===== config.mk =====
export PLATFORM = sky130hd
export DESIGN_NAME = dt_integrator_flat
export DESIGN_NICKNAME = d
export VERILOG_FILES = /design/src/rtl/dt_integrator_if.sv /design/src/rtl/dt_integrator.sv /design/src/flat_wrapper.sv
export SDC_FILE = /design/constraint.sdc
export NUM_CORES = 1
export LEC_CHECK = 0
export BUFFER_PORTS_ARGS = -buffer_cell sky130_fd_sc_hd__buf_2
export CAP_MARGIN = 20
export CORE_UTILIZATION = 60
export CTS_CLUSTER_SIZE = 40
export DETAILED_ROUTE_END_ITERATION = 7
export PLACE_DENSITY = 0.8
export SYNTH_ARGS = -nofsm -noshare
export SYNTH_HDL_FRONTEND = slang
export SYNTH_SLANG_ARGS = --single-unit

===== constraint.sdc =====
create_clock -name clk -period 13.2 [get_ports clk]
set_clock_uncertainty 0.1 [all_clocks]
set_input_delay 2.64 -clock clk [delete_from_list [all_inputs] [get_ports clk]]
set_output_delay 2.64 -clock clk [all_outputs]
set_load 0.01 [all_outputs]

===== src/rtl/dt_integrator_if.sv =====
// Handshake and control bundle between a dT source (master) and dt_integrator (slave).
interface dt_integrator_if;
  logic              init;
  logic              en;
  logic signed [7:0] T_init;
  logic signed [7:0] dT_in;
  logic              dt_valid;
  logic              dt_ready;
  logic        [7:0] k_dt;
  logic        [7:0] period;
  logic signed [7:0] t_min;
  logic signed [7:0] t_max;
  logic signed [7:0] T_out;
  logic              T_valid;
  logic              sat_hi;
  logic              sat_lo;
  logic              underrun;

  modport master (
    output init, en, T_init, dT_in, dt_valid, k_dt, period, t_min, t_max,
    input  dt_ready, T_out, T_valid, sat_hi, sat_lo, underrun
  );

  modport slave (
    input  init, en, T_init, dT_in, dt_valid, k_dt, period, t_min, t_max,
    output dt_ready, T_out, T_valid, sat_hi, sat_lo, underrun
  );
endinterface


===== src/rtl/dt_integrator.sv =====
// Rebuilds a Q7.0 temperature trajectory by integrating buffered dT samples into a Q8.7 accumulator.
// Optional leak toward T_init is enabled by defining DTI_LEAK_EN.
module dt_integrator #(
  parameter int ACC_W   = 16,
  parameter int LEAK_SH = 6
) (
  input  logic           clk,
  input  logic           rst,
  dt_integrator_if.slave bus
);

  localparam int SUM_W = ACC_W + 1;

  typedef enum logic [1:0] {IDLE = 2'd0, RUN = 2'd1, PAUSE = 2'd2} state_t;
  typedef logic signed [ACC_W-1:0] acc_t;
  typedef logic signed [SUM_W-1:0] sum_t;

  if (ACC_W < 16 || LEAK_SH < 0 || LEAK_SH >= ACC_W) begin : g_bad_param
    $error("dt_integrator: need ACC_W >= 16 and 0 <= LEAK_SH < ACC_W");
  end

  function automatic sum_t q7_to_sum(input logic signed [7:0] v);
    return {{(SUM_W-15){v[7]}}, v, 7'b0};
  endfunction

  function automatic sum_t clamp_to(input sum_t x, input sum_t lo, input sum_t hi);
    sum_t r;
    r = (x > hi) ? hi : x;
    return (r < lo) ? lo : r;
  endfunction

  // Round toward zero when dropping the 7 fraction bits.
  function automatic logic signed [7:0] trunc0(input acc_t x);
    acc_t t;
    t = x[ACC_W-1] ? x + ACC_W'(127) : x;
    return 8'(t >>> 7);
  endfunction

  state_t            state_q, state_d;
  acc_t              acc_q, acc_d;
  logic        [7:0] cnt_q, cnt_d;
  logic signed [7:0] buf_q, buf_d;
  logic              buf_full_q, buf_full_d;
  logic signed [7:0] last_dt_q, last_dt_d;
  logic signed [7:0] t_out_q, t_out_d;
  logic              t_valid_q, t_valid_d;
  logic              sat_hi_q, sat_hi_d;
  logic              sat_lo_q, sat_lo_d;
  logic              underrun_q, underrun_d;

  logic        [7:0] period_eff;
  logic        [2:0] k_lim;
  logic              tick;
  logic              dt_ready;
  logic              accept;
  logic signed [7:0] d;
  acc_t              d_ext;
  acc_t              step;
  sum_t              lo_ext, hi_ext, init_ext;
  sum_t              sum, hi_cut, clamped, init_clamped;
  logic              clamp_hi, clamp_lo;

  always_comb begin
    period_eff = (bus.period == 8'd0) ? 8'd1 : bus.period;
    k_lim      = (bus.k_dt > 8'd7) ? 3'd7 : bus.k_dt[2:0];
    tick       = (state_q == RUN) && (cnt_q == period_eff - 8'd1);
    dt_ready   = (state_q != IDLE) && !bus.init && (!buf_full_q || tick);
    accept     = bus.dt_valid && dt_ready;

    d      = buf_full_q ? buf_q : last_dt_q;
    d_ext  = {{(ACC_W-15){d[7]}}, d, 7'b0};
    step   = d_ext >>> k_lim;
    lo_ext   = q7_to_sum(bus.t_min);
    hi_ext   = q7_to_sum(bus.t_max);
    init_ext = q7_to_sum(bus.T_init);

`ifdef DTI_LEAK_EN
    sum = sum_t'(acc_q) + sum_t'(step) - ((sum_t'(acc_q) - init_ext) >>> LEAK_SH);
`else
    sum = sum_t'(acc_q) + sum_t'(step);
`endif

    // Upper bound is applied first so an inverted window always lands on t_min.
    hi_cut       = (sum > hi_ext) ? hi_ext : sum;
    clamped      = (hi_cut < lo_ext) ? lo_ext : hi_cut;
    clamp_lo     = (hi_cut < lo_ext);
    clamp_hi     = (sum > hi_ext) && !clamp_lo;
    init_clamped = clamp_to(init_ext, lo_ext, hi_ext);
  end

  // NOTE: every *_d gets its hold value first so no path leaves a variable unassigned (no latches).
  always_comb begin
    state_d    = state_q;
    acc_d      = acc_q;
    cnt_d      = cnt_q;
    buf_d      = buf_q;
    buf_full_d = buf_full_q;
    last_dt_d  = last_dt_q;
    t_out_d    = t_out_q;
    sat_hi_d   = sat_hi_q;
    sat_lo_d   = sat_lo_q;
    t_valid_d  = 1'b0;
    underrun_d = 1'b0;

    case (state_q)
      RUN:     if (!bus.en) state_d = PAUSE;
      PAUSE:   if (bus.en)  state_d = RUN;
      default: state_d = state_q;
    endcase

    if (state_q == RUN) cnt_d = tick ? 8'd0 : cnt_q + 8'd1;

    if (tick) begin
      last_dt_d  = d;
      buf_full_d = 1'b0;
      underrun_d = !buf_full_q;
      acc_d      = ACC_W'(clamped);
      t_out_d    = trunc0(ACC_W'(clamped));
      t_valid_d  = 1'b1;
      sat_hi_d   = clamp_hi;
      sat_lo_d   = clamp_lo;
    end

    if (accept) begin
      buf_d      = bus.dT_in;
      buf_full_d = 1'b1;
    end

    if (bus.init) begin
      state_d    = RUN;
      acc_d      = ACC_W'(init_clamped);
      t_out_d    = trunc0(ACC_W'(init_clamped));
      cnt_d      = 8'd0;
      buf_full_d = 1'b0;
      last_dt_d  = 8'sd0;
      t_valid_d  = 1'b0;
      sat_hi_d   = 1'b0;
      sat_lo_d   = 1'b0;
      underrun_d = 1'b0;
    end
  end

  // NOTE: state updates use <= so all flops sample pre-edge values together.
  always_ff @(posedge clk) begin
    if (rst) begin
      // NOTE: the one-entry data buffer is reset too, keeping the datapath free of X after reset.
      state_q    <= IDLE;
      acc_q      <= '0;
      cnt_q      <= '0;
      buf_q      <= '0;
      buf_full_q <= 1'b0;
      last_dt_q  <= '0;
      t_out_q    <= '0;
      t_valid_q  <= 1'b0;
      sat_hi_q   <= 1'b0;
      sat_lo_q   <= 1'b0;
      underrun_q <= 1'b0;
    end else begin
      state_q    <= state_d;
      acc_q      <= acc_d;
      cnt_q      <= cnt_d;
      buf_q      <= buf_d;
      buf_full_q <= buf_full_d;
      last_dt_q  <= last_dt_d;
      t_out_q    <= t_out_d;
      t_valid_q  <= t_valid_d;
      sat_hi_q   <= sat_hi_d;
      sat_lo_q   <= sat_lo_d;
      underrun_q <= underrun_d;
    end
  end

  assign bus.dt_ready = dt_ready;
  assign bus.T_out    = t_out_q;
  assign bus.T_valid  = t_valid_q;
  assign bus.sat_hi   = sat_hi_q;
  assign bus.sat_lo   = sat_lo_q;
  assign bus.underrun = underrun_q;

endmodule


===== src/flat_wrapper.sv =====
// flat-port wrapper written by rule: the top's interface ports become plain ports
module dt_integrator_flat 
#(
  parameter int ACC_W   = 16,
  parameter int LEAK_SH = 6
)
  (clk, rst, bus_init, bus_en, bus_T_init, bus_dT_in, bus_dt_valid, bus_k_dt, bus_period, bus_t_min, bus_t_max, bus_dt_ready, bus_T_out, bus_T_valid, bus_sat_hi, bus_sat_lo, bus_underrun);
  dt_integrator_if bus_i ();
  input  logic clk;
  input  logic rst;
  input wire logic [$bits(bus_i.init)-1:0] bus_init;
  input wire logic [$bits(bus_i.en)-1:0] bus_en;
  input wire logic [$bits(bus_i.T_init)-1:0] bus_T_init;
  input wire logic [$bits(bus_i.dT_in)-1:0] bus_dT_in;
  input wire logic [$bits(bus_i.dt_valid)-1:0] bus_dt_valid;
  input wire logic [$bits(bus_i.k_dt)-1:0] bus_k_dt;
  input wire logic [$bits(bus_i.period)-1:0] bus_period;
  input wire logic [$bits(bus_i.t_min)-1:0] bus_t_min;
  input wire logic [$bits(bus_i.t_max)-1:0] bus_t_max;
  output wire logic [$bits(bus_i.dt_ready)-1:0] bus_dt_ready;
  output wire logic [$bits(bus_i.T_out)-1:0] bus_T_out;
  output wire logic [$bits(bus_i.T_valid)-1:0] bus_T_valid;
  output wire logic [$bits(bus_i.sat_hi)-1:0] bus_sat_hi;
  output wire logic [$bits(bus_i.sat_lo)-1:0] bus_sat_lo;
  output wire logic [$bits(bus_i.underrun)-1:0] bus_underrun;
  assign bus_i.init = bus_init;
  assign bus_i.en = bus_en;
  assign bus_i.T_init = bus_T_init;
  assign bus_i.dT_in = bus_dT_in;
  assign bus_i.dt_valid = bus_dt_valid;
  assign bus_i.k_dt = bus_k_dt;
  assign bus_i.period = bus_period;
  assign bus_i.t_min = bus_t_min;
  assign bus_i.t_max = bus_t_max;
  assign bus_dt_ready = bus_i.dt_ready;
  assign bus_T_out = bus_i.T_out;
  assign bus_T_valid = bus_i.T_valid;
  assign bus_sat_hi = bus_i.sat_hi;
  assign bus_sat_lo = bus_i.sat_lo;
  assign bus_underrun = bus_i.underrun;
  dt_integrator #(.ACC_W(ACC_W), .LEAK_SH(LEAK_SH)) u_core (.clk(clk), .rst(rst), .bus(bus_i));
endmodule

### Word-level counts from Yosys, hierarchy flattened

Index checks and enable logic that the tools add are counted.
W data, S select, Z words.

| operators by class | value |
|---|---|
| reductions and logical operators | 19 |
| multipliers | 0 |
| multiplexer cells | 21 |
| add/sub/neg operators | 5 |
| shift operators | 1 |
| bitwise operators | 1 |
| eq/ne operators | 7 |
| $lt $le $gt $ge | 5 |
| div/mod/pow operators | 0 |

Operators by type and width:

| cell | number |
|---|---|
| $mux W16 | 4 |
| $mux W8 | 5 |
| $lt A17 B15 Y1 | 2 |
| $mux W17 | 2 |
| $add A15 B8 Y15 const B | 2 |
| $mux W15 | 2 |
| $add A16 B16 Y17 | 1 |
| $gt A17 B15 Y1 | 1 |
| $sshr A15 B3 Y16 | 1 |
| $gt A15 B15 Y1 | 1 |
| $add A8 B1 Y8 const B | 1 |
| $eq A8 B8 Y1 | 1 |
| $gt A8 B3 Y1 const B | 1 |
| $logic_not A8 Y1 | 1 |
| $reduce_bool A2 Y1 | 4 |
| $sub A8 B1 Y8 const B | 1 |
| $ne A3 B3 Y1 const B | 2 |
| $reduce_and A3 Y1 | 2 |
| $logic_and A1 B1 Y1 | 5 |
| $mux W1 | 4 |
| $mux W2 | 2 |
| $ne A2 B2 Y1 const B | 2 |
| $pmux W2 S2 | 1 |
| $logic_not A1 Y1 | 3 |
| other kinds (8) | 8 |

| word-level totals | value |
|---|---|
| memories | 0 |
| register bits after elaboration | 55 |
| bits in writable memories | 0 |
| bits in read-only memories | 0 |
| bits of input ports | 53 |
| bits in latches | 0 |

### Longest topological paths before layout

Gate-level depths: netlist of the first run.

| depth | value |
|---|---|
| word-level depth | 12 |
| gate-level depth with buffers | 36 |

### Worst setup path after synthesis of the first run

Ideal clock, no wire load.

| path | value |
|---|---|
| kind | input to register |
| start | in bus_k_dt[7] |
| end | reg u_core.t_out_q[7] (netlist: u_core.bus.T_out[7]) |
| buffers on the path | 3 |
| path slack | 3.166 ns |
| required time | 13.021 ns |
| stages on the path | 34 |
| setup time | 0.079 ns |
| data arrival time | 9.855 ns |
| path through | nor3_1 -> nand2_1 -> nor2_1 -> clkbuf_1 -> mux4_2 -> mux2i_1 -> o22ai_1 -> ha_1 -> or3_1 -> nand2b_1 -> o21a_1 -> a311oi_1 -> xnor2_1 -> ha_1 -> a211o_1 -> nor3_1 -> o21ai_1 -> a221oi_2 -> a31oi_2 -> buf_2 -> buf_1 -> nor2_1 -> a21oi_1 -> ha_1 -> nand3_1 -> nor2_1 -> a211oi_1 -> and2_1 -> or2_2 -> a41oi_1 -> a21oi_1 -> or3_4 -> o2111a_1 -> a211oi_2 |

| between the ends | value |
|---|---|
| cells in the longest elaborated chain, start to end | 12 |

Ends and longest elaborated chain:

| item | RTL line | RTL |
|---|---|---|
| start, declared | flat_wrapper.sv:16 | `input wire logic [$bits(bus_i.k_dt)-1:0] bus_k_dt;` |
| $gt A8 B3 Y1 * | dt_integrator.sv:65 | `k_lim = (bus.k_dt > 8'd7) ? 3'd7 : bus.k_dt[2:0];` |
| $mux W3 * | dt_integrator.sv:65 |  |
| $sshr A15 B3 Y16 * | dt_integrator.sv:72 | `step = d_ext >>> k_lim;` |
| $add A16 B16 Y17 * | dt_integrator.sv:80 | `sum = sum_t'(acc_q) + sum_t'(step);` |
| $gt A17 B15 Y1 | dt_integrator.sv:84 | `hi_cut = (sum > hi_ext) ? hi_ext : sum;` |
| $mux W17 * | dt_integrator.sv:84 |  |
| $lt A17 B15 Y1 | dt_integrator.sv:85 | `clamped = (hi_cut < lo_ext) ? lo_ext : hi_cut;` |
| $mux W16 * | dt_integrator.sv:85 |  |
| $add A15 B8 Y15 | dt_integrator.sv:35 | `t = x[ACC_W-1] ? x + ACC_W'(127) : x;` |
| $mux W15 * | dt_integrator.sv:35 |  |
| $mux W8 * | dt_integrator.sv:113 | `if (tick) begin` |
| $mux W8 * | dt_integrator.sv:129 | `if (bus.init) begin` |
| end signal, assigned | dt_integrator.sv:165 | `t_out_q <= t_out_d;` |
| end, declared | dt_integrator.sv:45 | `logic signed [7:0] t_out_q, t_out_d;` |

Mark *: on every way between the ends. The rest lies on a longest branch, timed or not. The select of a mux whose other input is x is not followed.
A chain may end at the register's enable or synchronous reset.

### Worst setup path after layout of the first run

| path | value |
|---|---|
| start | in bus_k_dt[7] |
| end | reg u_core.acc_q[5] |

| between the ends | value |
|---|---|
| cells in the longest elaborated chain, start to end | 10 |

Ends and longest elaborated chain:

| item | RTL line | RTL |
|---|---|---|
| $gt A8 B3 Y1 * | dt_integrator.sv:65 |  |
| $mux W3 * | dt_integrator.sv:65 |  |
| $sshr A15 B3 Y16 * | dt_integrator.sv:72 |  |
| $add A16 B16 Y17 * | dt_integrator.sv:80 |  |
| $gt A17 B15 Y1 | dt_integrator.sv:84 |  |
| $mux W17 * | dt_integrator.sv:84 |  |
| $lt A17 B15 Y1 | dt_integrator.sv:85 |  |
| $mux W16 * | dt_integrator.sv:85 |  |
| $mux W16 * | dt_integrator.sv:113 |  |
| $mux W16 * | dt_integrator.sv:129 |  |
| end signal, assigned | dt_integrator.sv:148 | `acc_q <= '0;` |
| end signal, assigned | dt_integrator.sv:160 | `acc_q <= acc_d;` |
| end, declared | dt_integrator.sv:40 | `acc_t acc_q, acc_d;` |

Marks and branches as above.

==> impl_metrics.env, run 1 <==
export IMPL_crit_slowest_cell="a31oi_2"
export IMPL_start_util_pct=62.1
export IMPL_rr_worst_depth=28
export IMPL_yosysTopAreaCellShare_pct=21.5
export IMPL_cp_required_ps=13360
export IMPL_htreeDepth=2
export IMPL_diodes=0
export IMPL_netlist_area_sq_um=5130
export IMPL_cp_start_kind="primary input"
export IMPL_fin_tns_setup_ps=0
export IMPL_slew_headroom_pct=32.0
export IMPL_switchingPower_uw=185
export IMPL_arrival_ps=11270
export IMPL_first_global_vias=4768
export IMPL_ir_drop_v=0.0000723
export IMPL_cp_top_family="simple AND/OR/NAND/NOR gates"
export IMPL_critical_path_class="primary input to flip-flop"
export IMPL_ant_nets=0
export IMPL_rrSetupSlack_ps=4700
export IMPL_stdcell_area_sq_um=5600
export IMPL_cts_sinks=55
export IMPL_crit_path_end="u_core.acc_q[5]"
export IMPL_synth_most_common_cell="nor2_1"
export IMPL_worstPathMaxFanout=20
export IMPL_holdCritStartpoint="u_core.buf_q[6]"
export IMPL_grt_max_degree=30
export IMPL_dpl_cell_area_sq_um=5490
export IMPL_ys_ff_latch=55
export IMPL_synthFlopType="dfxtp_1"
export IMPL_detailed_place_hpwl_um=11200
export IMPL_root_buffer="clkbuf_8"
export IMPL_crit_start="bus_k_dt[7]"
export IMPL_rr_endpoint="u_core.acc_q[5]"
export IMPL_clkSlewWorstSetupHoldPaths_ps=110
export IMPL_core_sq_um=8260
export IMPL_seq_area_frac_synth_pct=21.5
export IMPL_rows=33
export IMPL_holdCritPathClass="flip-flop to flip-flop"
export IMPL_post_route_util_pct=67.8
export IMPL_synthToLayoutAreaGrowth_pct=9.12
export IMPL_timing_fmax_mhz=90.0
export IMPL_fin_worst_hold_slack_ps=390
export IMPL_p_clk_share_pct=21.6
export IMPL_slew_viol_final=0
export IMPL_finalHoldViolations=0
export IMPL_synth_top_area_cell="dfxtp_1"
export IMPL_track_usage_pct=32.1
export IMPL_status="finished clean"
export IMPL_combPwrFrac_pct=40.4
export IMPL_nets=796
export IMPL_synth_warnings=0
export IMPL_critPathBufInv=1
export IMPL_antenna_found_initial=0
export IMPL_maxCapViolCount=0
export IMPL_cellLeakagePower_nw=2.43
export IMPL_clk_latency_ps=320
export IMPL_p_per_area_nw_per_um2=84.6
export IMPL_grt_pass1_wl_um=22700
export IMPL_grt_overflow_total=0
export IMPL_sw_frac_of_total_pct=39.1
export IMPL_syn_inst=642
export IMPL_post_route_cells_drive_above_1_share_pct=17.7
export IMPL_synth_edf_count=0
export IMPL_final_period_utilization_pct=84.2
export IMPL_place_ws_ps=1950
export IMPL_io_buffers=65
export IMPL_cts_setup_buffers=0
export IMPL_wl_um=13900
export IMPL_post_drt_wl_per_cell_um=17.5
export IMPL_cp_depth=30
export IMPL_drc=0
export IMPL_rsz0062_at_grt="false"
export IMPL_dieWidth_um=94.5
export IMPL_dr_first_iter_drc_count=330
export IMPL_fin_cells=796
export IMPL_cts_buffer_depth=2
export IMPL_p_int_uw=288
export IMPL_cts_resized=0
export IMPL_die_h_um=94.5
export IMPL_cp_slowest_stage_delay_ps=750
export IMPL_vias=5117
export IMPL_p_total_uw=473
export IMPL_sequentialPowerShare_pct=37.9
export IMPL_placed_cells_incl_taps=787
export IMPL_nFillCells=698
export IMPL_io_pins=66
export IMPL_fin_ws_ps=2090
export IMPL_cts_tree="built"
export IMPL_synth_nets=748
export IMPL_synth_commonest_cells="71 x nor2_1, 60 x a21oi_1, 55 x dfxtp_1"
export IMPL_tightest_slew_ps=1020
export IMPL_numCtsBuffers=5
export IMPL_avgSynthCellArea_sq_um=7.99
export IMPL_end_kind="flip-flop"
export IMPL_synth_area_top_cells="dfxtp_1 21%, ha_1 13%, a21oi_1 5.9%"
export IMPL_finalSetupViolations=0
export IMPL_gp_congestion=1.02
export IMPL_cts_hold_buf=0
export IMPL_min_period_ps=11110
export IMPL_reg2reg_from="u_core.buf_full_q"
export IMPL_ys_types=76
export IMPL_die_area_sq_um=8920
export IMPL_synth_async_reset_ratio_pct=0
export IMPL_dr_pass1_iters=7
export IMPL_routed_via_density=6.43
[flip-flops by register name (all words and copies together), names as in the netlist]
register,cells
u_core.bus.sat_hi,1
u_core.acc_q,16
u_core.buf_full_q,1
u_core.bus.underrun,1
u_core.last_dt_q,8
u_core.bus.T_valid,1
u_core.buf_q,8
u_core.cnt_q,8
u_core.state_q,2
u_core.bus.T_out,8
u_core.bus.sat_lo,1
[final cells by class]
class                           count  area, sq um  area share (%)
Sequential cell                    55         1100            19.7
Tap cell                          105          131            2.35
Clock buffer                        5         68.8            1.23
Inverter                           33          124            2.21
Multi-Input combinational cell    528         3800            67.9
Clock inverter                      3         33.8           0.604
Timing Repair Buffer               67          340            6.08
[worst min-delay path by stage]
stage | cells after the start | endpoint | slack (ps)
2_1_floorplan | 2 | u_core.acc_q[6] | 330
6_report | 2 | u_core.buf_q[6] | 390
5_1_grt | 2 | u_core.buf_q[6] | 410
4_1_cts | 2 | u_core.acc_q[6] | 390
3_5_place_dp | 2 | u_core.acc_q[6] | 370
3_3_place_gp | 2 | u_core.buf_q[7] | 360
[cells in the final DEF (no fill, tap or decap), types with 4 or more instances in the layout]
cell / Yosys / layout
o21a_1: 10 / 10
mux2_2: 18 / 18
a211o_1: 7 / 7
clkbuf_8: 0 / 5
nor3_1: 15 / 15
mux4_2: 5 / 5
nand3b_1: 4 / 4
xor2_1: 11 / 11
xnor2_1: 15 / 15
nand3_1: 23 / 23
a21oi_1: 60 / 60
inv_1: 33 / 33
mux2i_1: 20 / 20
a31oi_1: 8 / 8
a21o_1: 9 / 9
o21ai_0: 29 / 29
o22ai_1: 5 / 5
nand4_1: 10 / 10
or2_2: 5 / 5
a211oi_1: 12 / 12
o211ai_1: 7 / 7
nor2b_1: 7 / 7
nand2b_1: 7 / 7
a22o_1: 5 / 5
dfxtp_1: 55 / 55
nor2_1: 71 / 71
buf_2: 1 / 65
or3_1: 6 / 6
ha_1: 52 / 52
nand2_1: 42 / 42
[layer usage]
| layer | track usage [%] | wire length [um] | up-vias |
|---|---|---|---|
| met5 | 0 | 0 | - |
| li1 | - | - | 2483 |
| met3 | 5.07 | 1050 | 35 |
| met2 | 52.7 | 6320 | 222 |
| met1 | 43.4 | 6190 | 2377 |
| met4 | 8.96 | 348 | 0 |
[power groups by stage]
stage          clock, mW  combinational [mW]  sequential, mW
2_1_floorplan          0               0.135           0.182
3_3_place_gp           0               0.177           0.183
3_5_place_dp           0               0.185           0.183
4_1_cts            0.104               0.186           0.179
5_1_grt            0.111               0.210           0.180
6_report           0.102               0.192           0.180
[kinds of logic after synthesis]
family | Yosys count | synth area share, %
AND/OR/NAND/NOR | 211 | 20.7
AO/OA/AOI/OAI | 193 | 25.3
buffers and inverters | 59 | 4.49
flip-flops | 55 | 21.5
adder cells (fa/ha/maj) | 54 | 13.3
multiplexers | 44 | 10.3
XOR/XNOR | 26 | 4.44
[worst register-to-register path, delay by kind of cell (launching register included)]
family,cells,cell delay [ps]
AO/OA/AOI/OAI,11,2920
AND/OR/NAND/NOR,9,2390
multiplexers,4,1340
adder cells (fa/ha/maj),3,820
flip-flops,1,690
XOR/XNOR,1,190
Power figures use the tool's default switching activity.
==> run 2: changes to the inputs <==
--- a/config.mk
+++ b/config.mk
@@ -7,10 +7,10 @@
 export LEC_CHECK = 0
 export BUFFER_PORTS_ARGS = -buffer_cell sky130_fd_sc_hd__buf_2
 export CAP_MARGIN = 20
-export CORE_UTILIZATION = 60
+export CORE_UTILIZATION = 54
 export CTS_CLUSTER_SIZE = 40
 export DETAILED_ROUTE_END_ITERATION = 7
-export PLACE_DENSITY = 0.8
+export PLACE_DENSITY = 0.76
 export SYNTH_ARGS = -nofsm -noshare
 export SYNTH_HDL_FRONTEND = slang
 export SYNTH_SLANG_ARGS = --single-unit
==> constraint.sdc (replaced) <==
create_clock -name clk -period 8.95 [get_ports clk]
set_clock_uncertainty 0.1 [all_clocks]
set_input_delay 1.79 -clock clk [delete_from_list [all_inputs] [get_ports clk]]
set_output_delay 1.79 -clock clk [all_outputs]
set_load 0.01 [all_outputs]
==> impl_metrics.env, run 2 (same netlist as run 1, synthesis figures left out) <==
export IMPL_vias=5159
export IMPL_grt_overflow_total=0
export IMPL_stdcell_area_sq_um=5960
export IMPL_min_period_ps=8590
export IMPL_htreeDepth=2
export IMPL_grt_pass1_wl_um=22800
export IMPL_largest_register="u_core.acc_q"
export IMPL_rows=35
export IMPL_core_sq_um=9240
export IMPL_cellLeakagePower_nw=2.60
export IMPL_track_usage_pct=28.3
export IMPL_ant_nets=0
export IMPL_ir_drop_v=0.000100
export IMPL_path_common_cell="ha_1"
export IMPL_cp_start_kind="primary input"
export IMPL_fin_cells=851
export IMPL_largest_reg_flops=16
export IMPL_cts_hold_buf=0
export IMPL_dr_first_iter_drc_count=307
export IMPL_nets=828
export IMPL_detailed_place_hpwl_um=11200
export IMPL_critical_path_class="primary input to flip-flop"
export IMPL_status="finished clean"
export IMPL_post_route_util_pct=64.5
export IMPL_die_h_um=99.5
export IMPL_dieWidth_um=99.5
export IMPL_clkSlewWorstSetupHoldPaths_ps=90
export IMPL_end_kind="flip-flop"
export IMPL_placed_cells_incl_taps=839
export IMPL_die_area_sq_um=9890
export IMPL_worstPathMaxFanout=12
export IMPL_synthToLayoutAreaGrowth_pct=16.3
export IMPL_p_per_area_nw_per_um2=125
export IMPL_drc=0
export IMPL_numCtsBuffers=5
export IMPL_cp_slowest_stage_delay_ps=530
export IMPL_io_pins=66
export IMPL_gp_congestion=0.997
export IMPL_dr_pass1_iters=5
export IMPL_slew_viol_final=0
export IMPL_timing_fmax_mhz=116
export IMPL_root_buffer="clkbuf_8"
export IMPL_maxCapViolCount=0
export IMPL_routed_via_density=6.06
export IMPL_p_total_uw=747
export IMPL_layout_commonest_cell="nor2_1"
export IMPL_start_util_pct=55.5
export IMPL_grt_max_degree=30
export IMPL_crit_slowest_cell="mux4_2"
export IMPL_dpl_cell_area_sq_um=5730
export IMPL_slew_headroom_pct=56.2
export IMPL_layout_common_cells="70 x nor2_1, 65 x buf_2, 58 x a21oi_1"
export IMPL_io_buffers=65
export IMPL_post_route_cells_drive_above_1_share_pct=22.4
export IMPL_post_drt_wl_per_cell_um=16.5
export IMPL_wl_um=14000
export IMPL_holdCritPathClass="flip-flop to flip-flop"
export IMPL_cts_tree="built"
export IMPL_finalHoldViolations=0
export IMPL_first_global_vias=4825
export IMPL_arrival_ps=8730
export IMPL_diodes=0
export IMPL_cts_sinks=55
export IMPL_tightest_slew_ps=657
export IMPL_clk_latency_ps=300
export IMPL_cp_required_ps=9090
export IMPL_cts_buffer_depth=2
export IMPL_final_period_utilization_pct=96.0
export IMPL_antenna_found_initial=0
export IMPL_finalSetupViolations=0
[run 2: final timing paths]
check	start	end	slack (ps)	depth (start not counted)
setup / recovery	bus_k_dt[7]	u_core.bus.T_out[7]	360	34
hold / removal	u_core.buf_q[7]	u_core.buf_q[7]	360	2
setup reg to reg	u_core.buf_full_q	u_core.bus.T_out[7]	1630	31
hold reg to reg	u_core.buf_q[7]	u_core.buf_q[7]	360	2
[run 2: final cells by class]
class,instances,area [sq um]
multi-input cells,529,3890
fillers,821,3280
flip-flops and latches,55,1100
inverters,33,124
repair buffers,98,577
well taps,129,161
clock buffers,5,68.8
clock inverters,2,37.5
[run 2: power by group]
group | internal (mW) | total, mW | switching [mW]
Combinational | 0.138 | 0.321 | 0.183
Clock | 0.0819 | 0.161 | 0.0791
Sequential | 0.255 | 0.265 | 0.00917
[run 2: what timing repair did]
action                                 CTS  global route
setup endpoints to repair                0            26
gates resized for setup                  0            14
endpoints found under the hold margin    0             0
buffers inserted                         0             3
[run 2: worst max-delay path, delay by kind of cell]
kind                     cells  cell delay [ps]
AO/OA/AOI/OAI               13             2440
AND/OR/NAND/NOR             12             2260
adder cells (fa/ha/maj)      3              880
multiplexers                 2              720
buffers and inverters        3              440
XOR/XNOR                     1              170
[run 2: metal layers]
layer | share of wire, % | GRT usage, % | wire, um | vias up
li1 | - | - | - | 2536
met1 | 47 | 38.8 | 6530 | 2449
met2 | 46 | 46.4 | 6470 | 147
met3 | 5.2 | 3.79 | 736 | 27
met4 | 2.0 | 8.48 | 283 | 0
met5 | 0 | 0 | 0 | -
[run 2: stage by stage]
step / setup WS (ps) / TNS, ps / hold WS, ps
after floorplan: 0 / 0 / 332
after global placement: 113 / 0 / 343
after detailed placement: -167 / -634 / 344
after CTS: 120 / 0 / 358
after global routing: -54.7 / -190 / 373
final: 356 / 0 / 357
==> run 3: changes to the inputs <==
--- a/config.mk
+++ b/config.mk
@@ -7,10 +7,10 @@
 export LEC_CHECK = 0
 export BUFFER_PORTS_ARGS = -buffer_cell sky130_fd_sc_hd__buf_2
 export CAP_MARGIN = 20
-export CORE_UTILIZATION = 54
+export CORE_UTILIZATION = 60
 export CTS_CLUSTER_SIZE = 40
 export DETAILED_ROUTE_END_ITERATION = 7
-export PLACE_DENSITY = 0.76
+export PLACE_DENSITY = 0.8
 export SYNTH_ARGS = -nofsm -noshare
 export SYNTH_HDL_FRONTEND = slang
 export SYNTH_SLANG_ARGS = --single-unit
==> constraint.sdc (replaced) <==
create_clock -name clk -period 9.25 [get_ports clk]
set_clock_uncertainty 0.1 [all_clocks]
set_input_delay 1.85 -clock clk [delete_from_list [all_inputs] [get_ports clk]]
set_output_delay 1.85 -clock clk [all_outputs]
set_load 0.01 [all_outputs]
==> impl_metrics.env, run 3 (same netlist as run 1, synthesis figures left out) <==
export IMPL_crit_slowest_cell="mux4_2"
export IMPL_synthToLayoutAreaGrowth_pct=12.6
export IMPL_io_pins=66
export IMPL_ant_nets=0
export IMPL_rows=33
export IMPL_largest_reg_flops=16
export IMPL_cts_hold_buf=0
export IMPL_end_kind="flip-flop"
export IMPL_fin_worst_hold_slack_ps=379
export IMPL_htreeDepth=2
export IMPL_io_buffers=65
export IMPL_holdCritPathClass="flip-flop to flip-flop"
export IMPL_root_buffer="clkbuf_8"
export IMPL_maxCapViolCount=0
export IMPL_grt_overflow_total=0
export IMPL_track_usage_pct=32.2
export IMPL_layout_common_cells="71 x nor2_1, 65 x buf_2, 59 x a21oi_1"
export IMPL_ir_drop_v=0.0000986
export IMPL_layout_commonest_cell="nor2_1"
export IMPL_timing_fmax_mhz=111
export IMPL_worstPathMaxFanout=12
export IMPL_vias=5144
export IMPL_cp_required_ps=9390
export IMPL_largest_register="u_core.acc_q"
export IMPL_cts_tree="built"
export IMPL_slew_headroom_pct=30.2
export IMPL_dr_first_iter_drc_count=303
export IMPL_cp_slowest_stage_delay_ps=550
export IMPL_cellLeakagePower_nw=2.53
export IMPL_clkSlewWorstSetupHoldPaths_ps=90
export IMPL_start_util_pct=62.1
export IMPL_cp_start_kind="primary input"
export IMPL_grt_max_degree=30
export IMPL_post_route_cells_drive_above_1_share_pct=20.2
export IMPL_p_per_area_nw_per_um2=121
export IMPL_numCtsBuffers=5
export IMPL_place_ws_ps=-373
export IMPL_drc=0
export IMPL_wl_um=14100
export IMPL_grt_pass1_wl_um=22600
export IMPL_core_sq_um=8260
export IMPL_post_drt_wl_per_cell_um=17.3
export IMPL_nets=814
export IMPL_dr_pass1_iters=5
export IMPL_die_area_sq_um=8920
export IMPL_finalHoldViolations=0
export IMPL_cts_buffer_depth=2
export IMPL_antenna_found_initial=0
export IMPL_first_global_vias=4754
export IMPL_cts_sinks=55
export IMPL_detailed_place_hpwl_um=11200
export IMPL_gp_congestion=1.02
export IMPL_final_period_utilization_pct=97.6
export IMPL_arrival_ps=9170
export IMPL_p_total_uw=699
export IMPL_diodes=0
export IMPL_die_h_um=94.5
export IMPL_status="finished clean"
export IMPL_slew_viol_final=0
export IMPL_routed_via_density=6.33
export IMPL_min_period_ps=9030
export IMPL_dieWidth_um=94.5
export IMPL_tightest_slew_ps=1040
export IMPL_finalSetupViolations=0
export IMPL_fin_ws_ps=218
export IMPL_clk_latency_ps=310
export IMPL_critical_path_class="primary input to flip-flop"
run 3: timing repair:
item                                    4_1_cts  5_1_grt
setup buffers                                 0        5
resized for setup                             1        8
endpoints found under the setup margin        2       26
pin swaps                                     0        4
run 3: final cells by class:
type	count	area (sq um)
clock buffer	6	72.6
clock inverter	1	30.0
fill	693	2480
inverter	33	124
multi-input combinational	528	3830
sequential	55	1100
tap	105	131
timing repair buffer	85	483
run 3: worst max-delay path: cells and delay by family:
family	cells	cell delay, ps
and+or+nand+nor	12	2450
AOI/OAI and AO/OA	13	2600
adders and majority gates	3	830
buffers and inverters	3	460
xor gates and xnor gates	1	220
muxes	2	750
run 3: metal layers:
metal / part of all wire [%] / track usage [%] / vias to the layer above
met3: 6.0 / 3.22 / 26
met4: 2.1 / 11.7 / 0
met2: 46 / 52.6 / 192
met1: 46 / 43.9 / 2409
met5: 0 / 0 / -
li1: - / - / 2517
run 3: worst paths after layout:
check	startpoint	cells past startpoint	end	slack, ps
worst max-delay path	bus_k_dt[7]	34	u_core.bus.T_out[7]	220
worst min-delay path	u_core.buf_q[6]	2	u_core.buf_q[6]	380
worst max register to register	u_core.buf_full_q	31	u_core.bus.T_out[7]	1600
worst min register to register	u_core.buf_q[6]	2	u_core.buf_q[6]	380
run 3: power by group:
group          switching [mW]  internal, mW  total [mW]
registers             0.00918         0.247       0.256
logic                   0.170         0.116       0.286
clock network          0.0778        0.0795       0.157
run 3: per-stage QoR:
stage               instance area, sq um  setup TNS [ps]  util [%]  std cells
finish                              5780               0      70.0        813
global route                        5780           -29.0      70.0        813
CTS                                 5700               0      69.0        808
detailed placement                  5590           -4080      67.7        801
global placement                    5590               0      67.7        801
floorplan                           5130               0         -        642
